File: config.mk
export PLATFORM = sky130hd
export DESIGN_NAME = bcd_xs3_serial_converter
export DESIGN_NICKNAME = d
export VERILOG_FILES = /design/src/rtl/bcd_pkg.sv /design/src/rtl/bcd_xs3_digit.sv /design/src/rtl/bcd_xs3_serial_converter.sv
export SDC_FILE = /design/constraint.sdc
export NUM_CORES = 1
export LEC_CHECK = 0
export CORE_AREA = 2 2 69 71
export CTS_CLUSTER_DIAMETER = 200
export CTS_CLUSTER_SIZE = 14
export DETAILED_ROUTE_END_ITERATION = 7
export DIE_AREA = 0 0 71 73
export MAX_ROUTING_LAYER = met4
export PLACE_DENSITY_LB_ADDON = 0.08
export SETUP_SLACK_MARGIN = 0.4
export SLEW_MARGIN = 20
export SYNTH_ARGS = -nofsm -noshare
export SYNTH_HDL_FRONTEND = slang
export SYNTH_SLANG_ARGS = --single-unit
File: constraint.sdc
create_clock -name clk -period 2.9 [get_ports clk]
set_input_delay 0.435 -clock clk [delete_from_list [all_inputs] [get_ports clk]]
set_output_delay 0.435 -clock clk [all_outputs]
set_load 0.01 [all_outputs]
File: src/rtl/bcd_pkg.sv
// Shared constants, digit type and FSM state type for the BCD/Excess-3 serial converter.
package bcd_pkg;

  localparam logic [3:0] XS3_OFFSET = 4'd3;
  localparam logic [3:0] BCD_MAX    = 4'd9;
  localparam logic [3:0] XS3_MIN    = 4'd3;
  localparam logic [3:0] XS3_MAX    = 4'd12;

  typedef logic [3:0] digit_t;

  typedef enum logic [1:0] {
    IDLE,
    CONV,
    DONE
  } state_t;

endpackage

File: src/rtl/bcd_xs3_digit.sv
// Single-digit combinational converter: BCD->XS3 (mode=0) or XS3->BCD (mode=1), mod-16 with validity flag.
module bcd_xs3_digit
  import bcd_pkg::*;
(
  input  digit_t digit_in,
  input  logic   mode,
  output digit_t digit_out,
  output logic   err
);

  // Out-of-range codes still wrap mod 16; only err tells them apart.
  always_comb begin
    digit_out = digit_in + XS3_OFFSET;
    err       = (digit_in > BCD_MAX);
    if (mode) begin
      digit_out = digit_in - XS3_OFFSET;
      err       = (digit_in < XS3_MIN) || (digit_in > XS3_MAX);
    end
  end

endmodule

File: src/rtl/bcd_xs3_serial_converter.sv
// Serial multi-digit BCD->Excess-3 converter, one digit per clock, LSD first, valid/ready on both sides.
// Optional XS3_DECODE_EN adds a mode input (1 = Excess-3 -> BCD decode) and an out_mode echo.
module bcd_xs3_serial_converter
  import bcd_pkg::*;
#(
  parameter  int DIGITS = 4,
  localparam int DW     = 4 * DIGITS,
  localparam int IDXW   = (DIGITS > 1) ? $clog2(DIGITS) : 1
) (
  input  logic              clk,
  input  logic              rst_n,
  input  logic              in_valid,
  output logic              in_ready,
  input  logic [DW-1:0]     in_bcd,
`ifdef XS3_DECODE_EN
  input  logic              mode,
  output logic              out_mode,
`endif
  output logic              out_valid,
  input  logic              out_ready,
  output logic [DW-1:0]     out_xs3,
  output logic [DIGITS-1:0] out_err_mask,
  output logic              out_err,
  output logic              busy
);

  localparam logic [IDXW-1:0] LAST_IDX = IDXW'(DIGITS - 1);

  state_t              state_q, state_d;
  logic [IDXW-1:0]     idx_q;
  logic [DW-1:0]       shift_q;
  logic [DW-1:0]       work_q, work_nxt;
  logic [DIGITS-1:0]   errw_q, errw_nxt;
  logic [DW-1:0]       xs3_q;
  logic [DIGITS-1:0]   mask_q;
  logic                mode_w;
  logic                accept;
  logic                last;
  digit_t              dig_out;
  logic                dig_err;

`ifdef XS3_DECODE_EN
  logic mode_q;
  assign mode_w   = mode_q;
  assign out_mode = mode_q;
`else
  assign mode_w = 1'b0;
`endif

  assign accept = (state_q == IDLE) && in_valid;
  assign last   = (idx_q == LAST_IDX);

  bcd_xs3_digit u_digit (
    .digit_in  (shift_q[3:0]),
    .mode      (mode_w),
    .digit_out (dig_out),
    .err       (dig_err)
  );

  // Merge the converted digit into the working word at the current index.
  always_comb begin
    work_nxt = work_q;
    errw_nxt = errw_q;
    for (int i = 0; i < DIGITS; i++) begin
      if (idx_q == IDXW'(i)) begin
        work_nxt[4*i +: 4] = dig_out;
        errw_nxt[i]        = dig_err;
      end
    end
  end

  always_comb begin
    state_d = state_q;
    case (state_q)
      IDLE:    if (in_valid) state_d = CONV;
      CONV:    if (last) state_d = DONE;
      DONE:    if (out_ready) state_d = IDLE;
      default: state_d = IDLE;
    endcase
  end

  // Control and visible output registers: cleared by reset so an abort leaks no partial result.
  always_ff @(posedge clk or negedge rst_n) begin
    if (!rst_n) begin
      state_q <= IDLE;
      idx_q   <= '0;
      xs3_q   <= '0;
      mask_q  <= '0;
`ifdef XS3_DECODE_EN
      mode_q  <= 1'b0;
`endif
    end else begin
      state_q <= state_d;
      if (accept) begin
        idx_q  <= '0;
`ifdef XS3_DECODE_EN
        mode_q <= mode;
`endif
      end else if (state_q == CONV) begin
        idx_q <= last ? '0 : idx_q + 1'b1;
        if (last) begin
          xs3_q  <= work_nxt;
          mask_q <= errw_nxt;
        end
      end
    end
  end

  // Working datapath: no reset needed, every word reloads it on acceptance.
  always_ff @(posedge clk) begin
    if (accept) begin
      shift_q <= in_bcd;
      work_q  <= '0;
      errw_q  <= '0;
    end else if (state_q == CONV) begin
      shift_q <= shift_q >> 4;
      work_q  <= work_nxt;
      errw_q  <= errw_nxt;
    end
  end

  assign in_ready     = (state_q == IDLE);
  assign out_valid    = (state_q == DONE);
  assign busy         = (state_q != IDLE);
  assign out_xs3      = xs3_q;
  assign out_err_mask = mask_q;
  assign out_err      = |mask_q;

endmodule

Word level (Yosys, flattened, before mapping) --
Cells that the tools add are included.
Word-level totals: flip-flop bits (word level) 60, input port bits 20, output and inout port bits 24, logic and storage cells 44
Operators by class: add/subtract/negate cells 2, $lt $le $gt $ge 1, equal/unequal tests 8, mux-type cells 17, bitwise logic cells 1, reduce and logical (&&, ||, !) cells 8
Operators with widths (number):
- 16-bit two-way mux | 2
- 4-bit two-way mux | 4
- 2-bit two-way mux | 6
- 2-bit equality test, second input constant | 3
- 2-bit case mux with 3 select lines | 1
- 3-bit AND reduction | 2
- 4-bit by 2-bit adder with 4-bit output, second input constant | 1
- 2-bit by 1-bit equality test with 1-bit output, second input constant | 2
- 4-bit greater-than comparator, second input constant | 1
- 2-bit zero test | 2
- 1-bit two-way mux | 4
- 2-bit inequality test, second input constant | 2
- 2-bit nonzero test | 2
- 4-bit OR reduction | 1
- 2-bit by 1-bit adder with 2-bit output, second input constant | 1
- 2-bit by 1-bit inequality test with 1-bit output, second input constant | 1
- 1-bit logical AND | 1
- 1-bit inverter | 1

Logic depth before layout (Yosys ltp) --
depth after elaboration 4, gate-level depth with buffers 6, gate-level depth less buffers 5

Hierarchy --
From an unflattened synthesis, not the netlist that was laid out.
Second synthesis, totals: cells, all modules 198, area total of the unflattened synthesis 2758.9 µm²
By module, submodules not included:
- bcd_xs3_serial_converter | instances 1, cells an instance 179, area each 2603.7 µm², sequential area each 1381.3 µm²
- bcd_xs3_digit | instances 1, cells an instance 19, area each 155.1 µm², sequential area each 0.0 µm²

Worst setup path after synthesis --
Ideal clock, no wire load.
kind reg-to-reg, start point register state_q[0], end point register shift_q[2], data pin, setup time 0.260 ns, arrival 1.356 ns, setup slack 1.284 ns, stages on the path, launching flop included 6, buffers on the path 2, cells stage by stage dfrtp_1 -> nor2_2 -> and2_1 -> buf_6 -> buf_6 -> mux2_4
Between the ends: word-level cells in the longest chain between the ends 3
Ends and longest elaborated chain:
- from (decl) | line bcd_xs3_serial_converter.sv:29 | state_t state_q, state_d;
- from (signal assigned) | line bcd_xs3_serial_converter.sv:93 | state_q <= state_d;
- 2-bit zero test
- named net in_ready | line bcd_xs3_serial_converter.sv:13 | output logic in_ready,
- 1-bit logical AND | line bcd_xs3_serial_converter.sv:50 | assign accept = (state_q == IDLE) && in_valid;
- 16-bit two-way mux | line bcd_xs3_serial_converter.sv:111 | if (accept) begin
- to (signal assigned) | line bcd_xs3_serial_converter.sv:112 | shift_q <= in_bcd;
- to (signal assigned) | line bcd_xs3_serial_converter.sv:116 | shift_q <= shift_q >> 4;
- to (decl) | line bcd_xs3_serial_converter.sv:31 | logic [DW-1:0] shift_q;
The timed path passes the listed nets, and every way through them passes these cells. A chain may end at the register's enable or synchronous reset.

Worst setup path after layout --
start point register mask_q[1], in the netlist out_err_mask[1], end point output port out_err
Between the ends: word-level cells in the longest chain between the ends 1
Ends and longest elaborated chain:
- from (decl) | line bcd_xs3_serial_converter.sv:35 | logic [DIGITS-1:0] mask_q;
- from (signal assigned) | line bcd_xs3_serial_converter.sv:103 | mask_q <= errw_nxt;
- 4-bit OR reduction | line bcd_xs3_serial_converter.sv:127 | assign out_err = |mask_q;
- to (decl) | line bcd_xs3_serial_converter.sv:23 | output logic out_err,
Every way passes these cells.

==> impl_metrics.prom <==
# TYPE chip_impl_metric gauge
chip_impl_metric{name="number_of_buffers_inserted_during_clock_tree_synthesis",unit=""} 5
chip_impl_metric{name="via_count",unit=""} 1685
chip_impl_metric{name="post-route-drc-count",unit=""} 0
chip_impl_metric{name="final.fill_count",unit=""} 387
chip_impl_metric{name="fin_hold_ws",unit="ps"} 469.0
chip_impl_metric{name="routability_congestion_estimate",unit=""} 0.8041
chip_impl_metric{name="gr-total-overflow",unit=""} 0
chip_impl_metric{name="first_global_vias",unit=""} 1574
chip_impl_metric{name="worst_skew_late_latency",unit="ps"} 310
chip_impl_metric{name="cts_hold_buffers",unit=""} 0
chip_impl_metric{name="area_taken_by_flip_flops_and_latches",unit="mm^2"} 0.001381
chip_impl_metric{name="achievable_freq",unit="GHz"} 0.4659
chip_impl_metric{name="synth.yosys.seq_area_share",unit="%"} 57.98
chip_impl_metric{name="routed_wire_length_per_instance",unit="um"} 14.51
chip_impl_info{name="worstSetupPathType",value="reg2out"} 1
chip_impl_metric{name="fp.dieArea",unit="mm^2"} 0.005183
chip_impl_metric{name="synth-edff-count",unit=""} 16
chip_impl_metric{name="asyncSetResetFlopFracSynth",unit="%"} 43.64
chip_impl_metric{name="design.core.area",unit="mm^2"} 0.004536
chip_impl_metric{name="grt_antenna_before_repair",unit=""} 0
chip_impl_info{name="top_layer_used_by_detailed_routing",value="met4"} 1
chip_impl_metric{name="route.final.wire_length",unit="um"} 4369
chip_impl_metric{name="grt_pass1_wl",unit="um"} 7320
chip_impl_metric{name="post_route_cells_drive_above_1_share",unit="%"} 8.907
chip_impl_metric{name="floorplan_die_width",unit="um"} 71
chip_impl_metric{name="wl_met3",unit="um"} 188
chip_impl_metric{name="cts.sink_count",unit=""} 55
chip_impl_metric{name="power_per_cell_area",unit="mW/mm^2"} 1140
chip_impl_info{name="hold_path_class",value="reg2reg"} 1
chip_impl_metric{name="die_h",unit="um"} 73
chip_impl_metric{name="synth_cell_type_count",unit=""} 34
chip_impl_info{name="cts_tree",value="built"} 1
chip_impl_metric{name="grt_max_degree",unit=""} 26
chip_impl_metric{name="post_synth_instance_area",unit="mm^2"} 0.002382
chip_impl_metric{name="core.rowCount",unit=""} 25
chip_impl_metric{name="syn2layout_area_growth",unit="%"} 22.06
chip_impl_metric{name="setup_viol_count_final",unit=""} 0
chip_impl_metric{name="met1Wirelength",unit="um"} 1898
chip_impl_info{name="outcome",value="complete, no violations"} 1
chip_impl_metric{name="utilization",unit="%"} 64.11
chip_impl_info{name="cp-start-kind",value="flip-flop"} 1
chip_impl_metric{name="yosys_warnings",unit=""} 0
chip_impl_metric{name="worst-endpoint-arrival",unit="ps"} 1710
chip_impl_metric{name="cts.htree.levels",unit=""} 2
chip_impl_metric{name="regToRegSetupSlack",unit="ps"} 970
chip_impl_metric{name="critical-path-max-stage-delay",unit="ps"} 520
chip_impl_metric{name="synthesis.nets",unit=""} 233
chip_impl_metric{name="drt_iter0_markers",unit=""} 140
chip_impl_info{name="dominantRegCellSynth",value="sky130_fd_sc_hd__dfrtp_1"} 1
chip_impl_metric{name="worst_clock_skew",unit="ps"} 5.993
chip_impl_metric{name="period_share",unit="%"} 74.01
chip_impl_metric{name="post_cts.repair.setup_buffers",unit=""} 0
chip_impl_metric{name="cts-root-to-sink-buffers",unit=""} 2
chip_impl_metric{name="floorplan.initialDensity",unit="%"} 52.52
chip_impl_metric{name="synth_seq_cells",unit=""} 55
chip_impl_metric{name="fin_crit",unit="ps"} 2146
chip_impl_metric{name="detail-route-antenna-nets",unit=""} 0
chip_impl_metric{name="detail_route.vias_per_cell",unit=""} 5.598
chip_impl_metric{name="buffer_ports.inserted",unit=""} 43
chip_impl_metric{name="drv_slew",unit=""} 0
chip_impl_metric{name="setup_tns_final",unit="ps"} 0
chip_impl_metric{name="vdd_ir_drop_max",unit="uV"} 603.6
chip_impl_info{name="unrepaired_setup_endpoints_after_global_routing",value="no"} 1
chip_impl_metric{name="multiInputGateArea",unit="um^2"} 909.6
chip_impl_metric{name="mapped_avg_cell_area",unit="um^2"} 11.51
chip_impl_metric{name="worst_slew_pin_slew",unit="ps"} 766.7
chip_impl_metric{name="critPathRequiredTime",unit="ps"} 2470
chip_impl_info{name="cp_cell_sequence",value="or4_1, clkdlybuf4s50_1"} 1
chip_impl_metric{name="path_clk_slew",unit="ps"} 90
chip_impl_info{name="clock-root-buffer",value="sky130_fd_sc_hd__clkbuf_8"} 1
chip_impl_metric{name="max-cap-violations",unit=""} 0
chip_impl_metric{name="leakage_power_of_the_design",unit="nW"} 1.202
chip_impl_metric{name="detailedRoute.firstPassIterationCount",unit=""} 5
chip_impl_metric{name="antenna-diode-count",unit=""} 0
chip_impl_metric{name="boundaryPins",unit=""} 44
chip_impl_metric{name="detailroute.wirelength.met2",unit="um"} 2224
chip_impl_metric{name="final_net_count",unit=""} 272
chip_impl_info{name="sort_of_element_at_the_end_of_the_critical_path",value="output pin"} 1
chip_impl_metric{name="top_fanout_value_on_the_critical_path",unit=""} 3
chip_impl_metric{name="globalRouteTotalUtil",unit="%"} 19.14
chip_impl_info{name="cp_top_family",value="simple AND/OR/NAND/NOR gates"} 1
chip_impl_metric{name="post_cts_resize_count",unit=""} 0
chip_impl_metric{name="worst-path-buf-inv",unit=""} 1
chip_impl_metric{name="final-hold-violation-count",unit=""} 0
chip_impl_metric{name="maxSlewHeadroom",unit="%"} 48.73
chip_impl_info{name="slowest_stage",value="sky130_fd_sc_hd__or4_1"} 1
chip_impl_metric{name="hpwl",unit="um"} 3087
chip_impl_metric{name="synthesis.instances",unit=""} 207
## worst reg2reg max path, cell delays in order, from the launching register on
cell and delay [ps]:
sky130_fd_sc_hd__dfrtp_1 460, sky130_fd_sc_hd__nor2_2 250, sky130_fd_sc_hd__and2_1 580, sky130_fd_sc_hd__mux2_2 410
## worst paths after layout
kind                                              from                      end  cells past startpoint
max                        out_err_mask[1]$_DFFE_PN0P_                  out_err                      2
min                             errw_q[2]$_SDFFE_PP0N_   errw_q[2]$_SDFFE_PP0N_                      1
max reg2reg                     state_q[0]$_DFFE_PN0P_     shift_q[9]$_DFFE_PP_                      3
min reg2reg                     errw_q[2]$_SDFFE_PP0N_   errw_q[2]$_SDFFE_PP0N_                      1
max in group asynchronous                        rst_n   out_xs3[4]$_DFFE_PN0P_                      2
min in group asynchronous                        rst_n  out_xs3[14]$_DFFE_PN0P_                      2
## synthesized netlist by cell type (all sizes together) (3+ instances only)
library cell	n	area [um^2]
clkbuf	7	26.28
o21ai	26	130.1
nand2	26	97.59
nor2b	7	43.79
a31oi	3	18.77
and3	4	25.02
a32o	6	60.06
dfrtp	24	600.6
mux2i	6	60.06
mux2	12	146.4
inv	6	22.52
a22o	9	78.83
and2	3	18.77
dfxtp	15	300.3
a21oi	4	20.02
edfxtp	16	480.5
ha	6	75.07
buf	6	42.54
nor2	7	28.78
## through the flow
stage / power, mW / cells / setup WS, ps / cell area [um^2]
3_3_place_gp: 2.900 / 293 / 710.1 / 2826
2_1_floorplan: 2.384 / 207 / 1284 / 2382
4_1_cts: 3.349 / 301 / 737.0 / 2908
3_5_place_dp: 2.939 / 293 / 651.4 / 2826
5_1_grt: 3.562 / 301 / 685.9 / 2908
6_report: 3.313 / 301 / 753.6 / 2908
## report_power, final
part	switching (mW)	internal [mW]
combinational	0.783	0.738
sequential	0.194	1.19
clock	0.238	0.170
total	1.21	2.10
## cell type report
cell class / instances / area share (%)
tap: 54 / 2.324
clock inverter: 1 / 0.1721
multi-input combinational: 133 / 31.28
inverter: 6 / 0.7745
sequential: 55 / 47.50
timing repair buffer: 45 / 15.32
clock buffer: 7 / 2.625
## cell families (layout without fill, tap and decap cells)
family / after synthesis / count (layout) / synth area share, %
AO/OA/AOI/OAI: 52 / 52 / 14.29
XOR/XNOR: 3 / 3 / 1.103
adder cells (fa/ha/maj): 6 / 6 / 3.151
buffers and inverters: 19 / 59 / 3.834
flip-flops: 55 / 55 / 57.98
multiplexers: 18 / 18 / 8.666
AND/OR/NAND/NOR: 54 / 54 / 10.98
## layout by cell type, fill, tap and decap left out, types with 2 or more instances in the layout
cell type / netlist / final
sky130_fd_sc_hd__clkbuf_8: 0 / 5
sky130_fd_sc_hd__xnor2_1: 2 / 2
sky130_fd_sc_hd__nor2b_1: 7 / 7
sky130_fd_sc_hd__nand2_1: 26 / 26
sky130_fd_sc_hd__mux2_4: 3 / 3
sky130_fd_sc_hd__a31oi_1: 3 / 3
sky130_fd_sc_hd__clkdlybuf4s50_1: 0 / 43
sky130_fd_sc_hd__a22o_1: 9 / 9
sky130_fd_sc_hd__ha_1: 6 / 6
sky130_fd_sc_hd__mux2i_1: 6 / 6
sky130_fd_sc_hd__a21oi_1: 4 / 4
sky130_fd_sc_hd__o21bai_1: 2 / 2
sky130_fd_sc_hd__buf_4: 0 / 2
sky130_fd_sc_hd__and3_1: 4 / 4
sky130_fd_sc_hd__and2_1: 3 / 3
sky130_fd_sc_hd__o21ai_0: 22 / 22
sky130_fd_sc_hd__o21ai_1: 4 / 4
sky130_fd_sc_hd__a32o_1: 6 / 6
sky130_fd_sc_hd__mux2_2: 9 / 9
sky130_fd_sc_hd__dfxtp_1: 15 / 15
sky130_fd_sc_hd__dfrtp_1: 24 / 24
sky130_fd_sc_hd__nand2b_1: 2 / 2
sky130_fd_sc_hd__nor2_1: 6 / 6
sky130_fd_sc_hd__clkbuf_1: 7 / 2
sky130_fd_sc_hd__edfxtp_1: 16 / 16
sky130_fd_sc_hd__inv_1: 6 / 6
## registers in the layout, summed over array words and instances, names as in the netlist
register	flops
errw_q	3
idx_q	2
out_err_mask	4
out_xs3	16
shift_q	16
state_q	2
work_q	12
## layer usage
layer	vias to the layer above	track usage (%)
li1	817	-
met3	5	4.972
met1	815	22.47
met2	48	31.98
met5	-	-
met4	0	6.918
No activity file was read; power rests on OpenSTA's default activity.
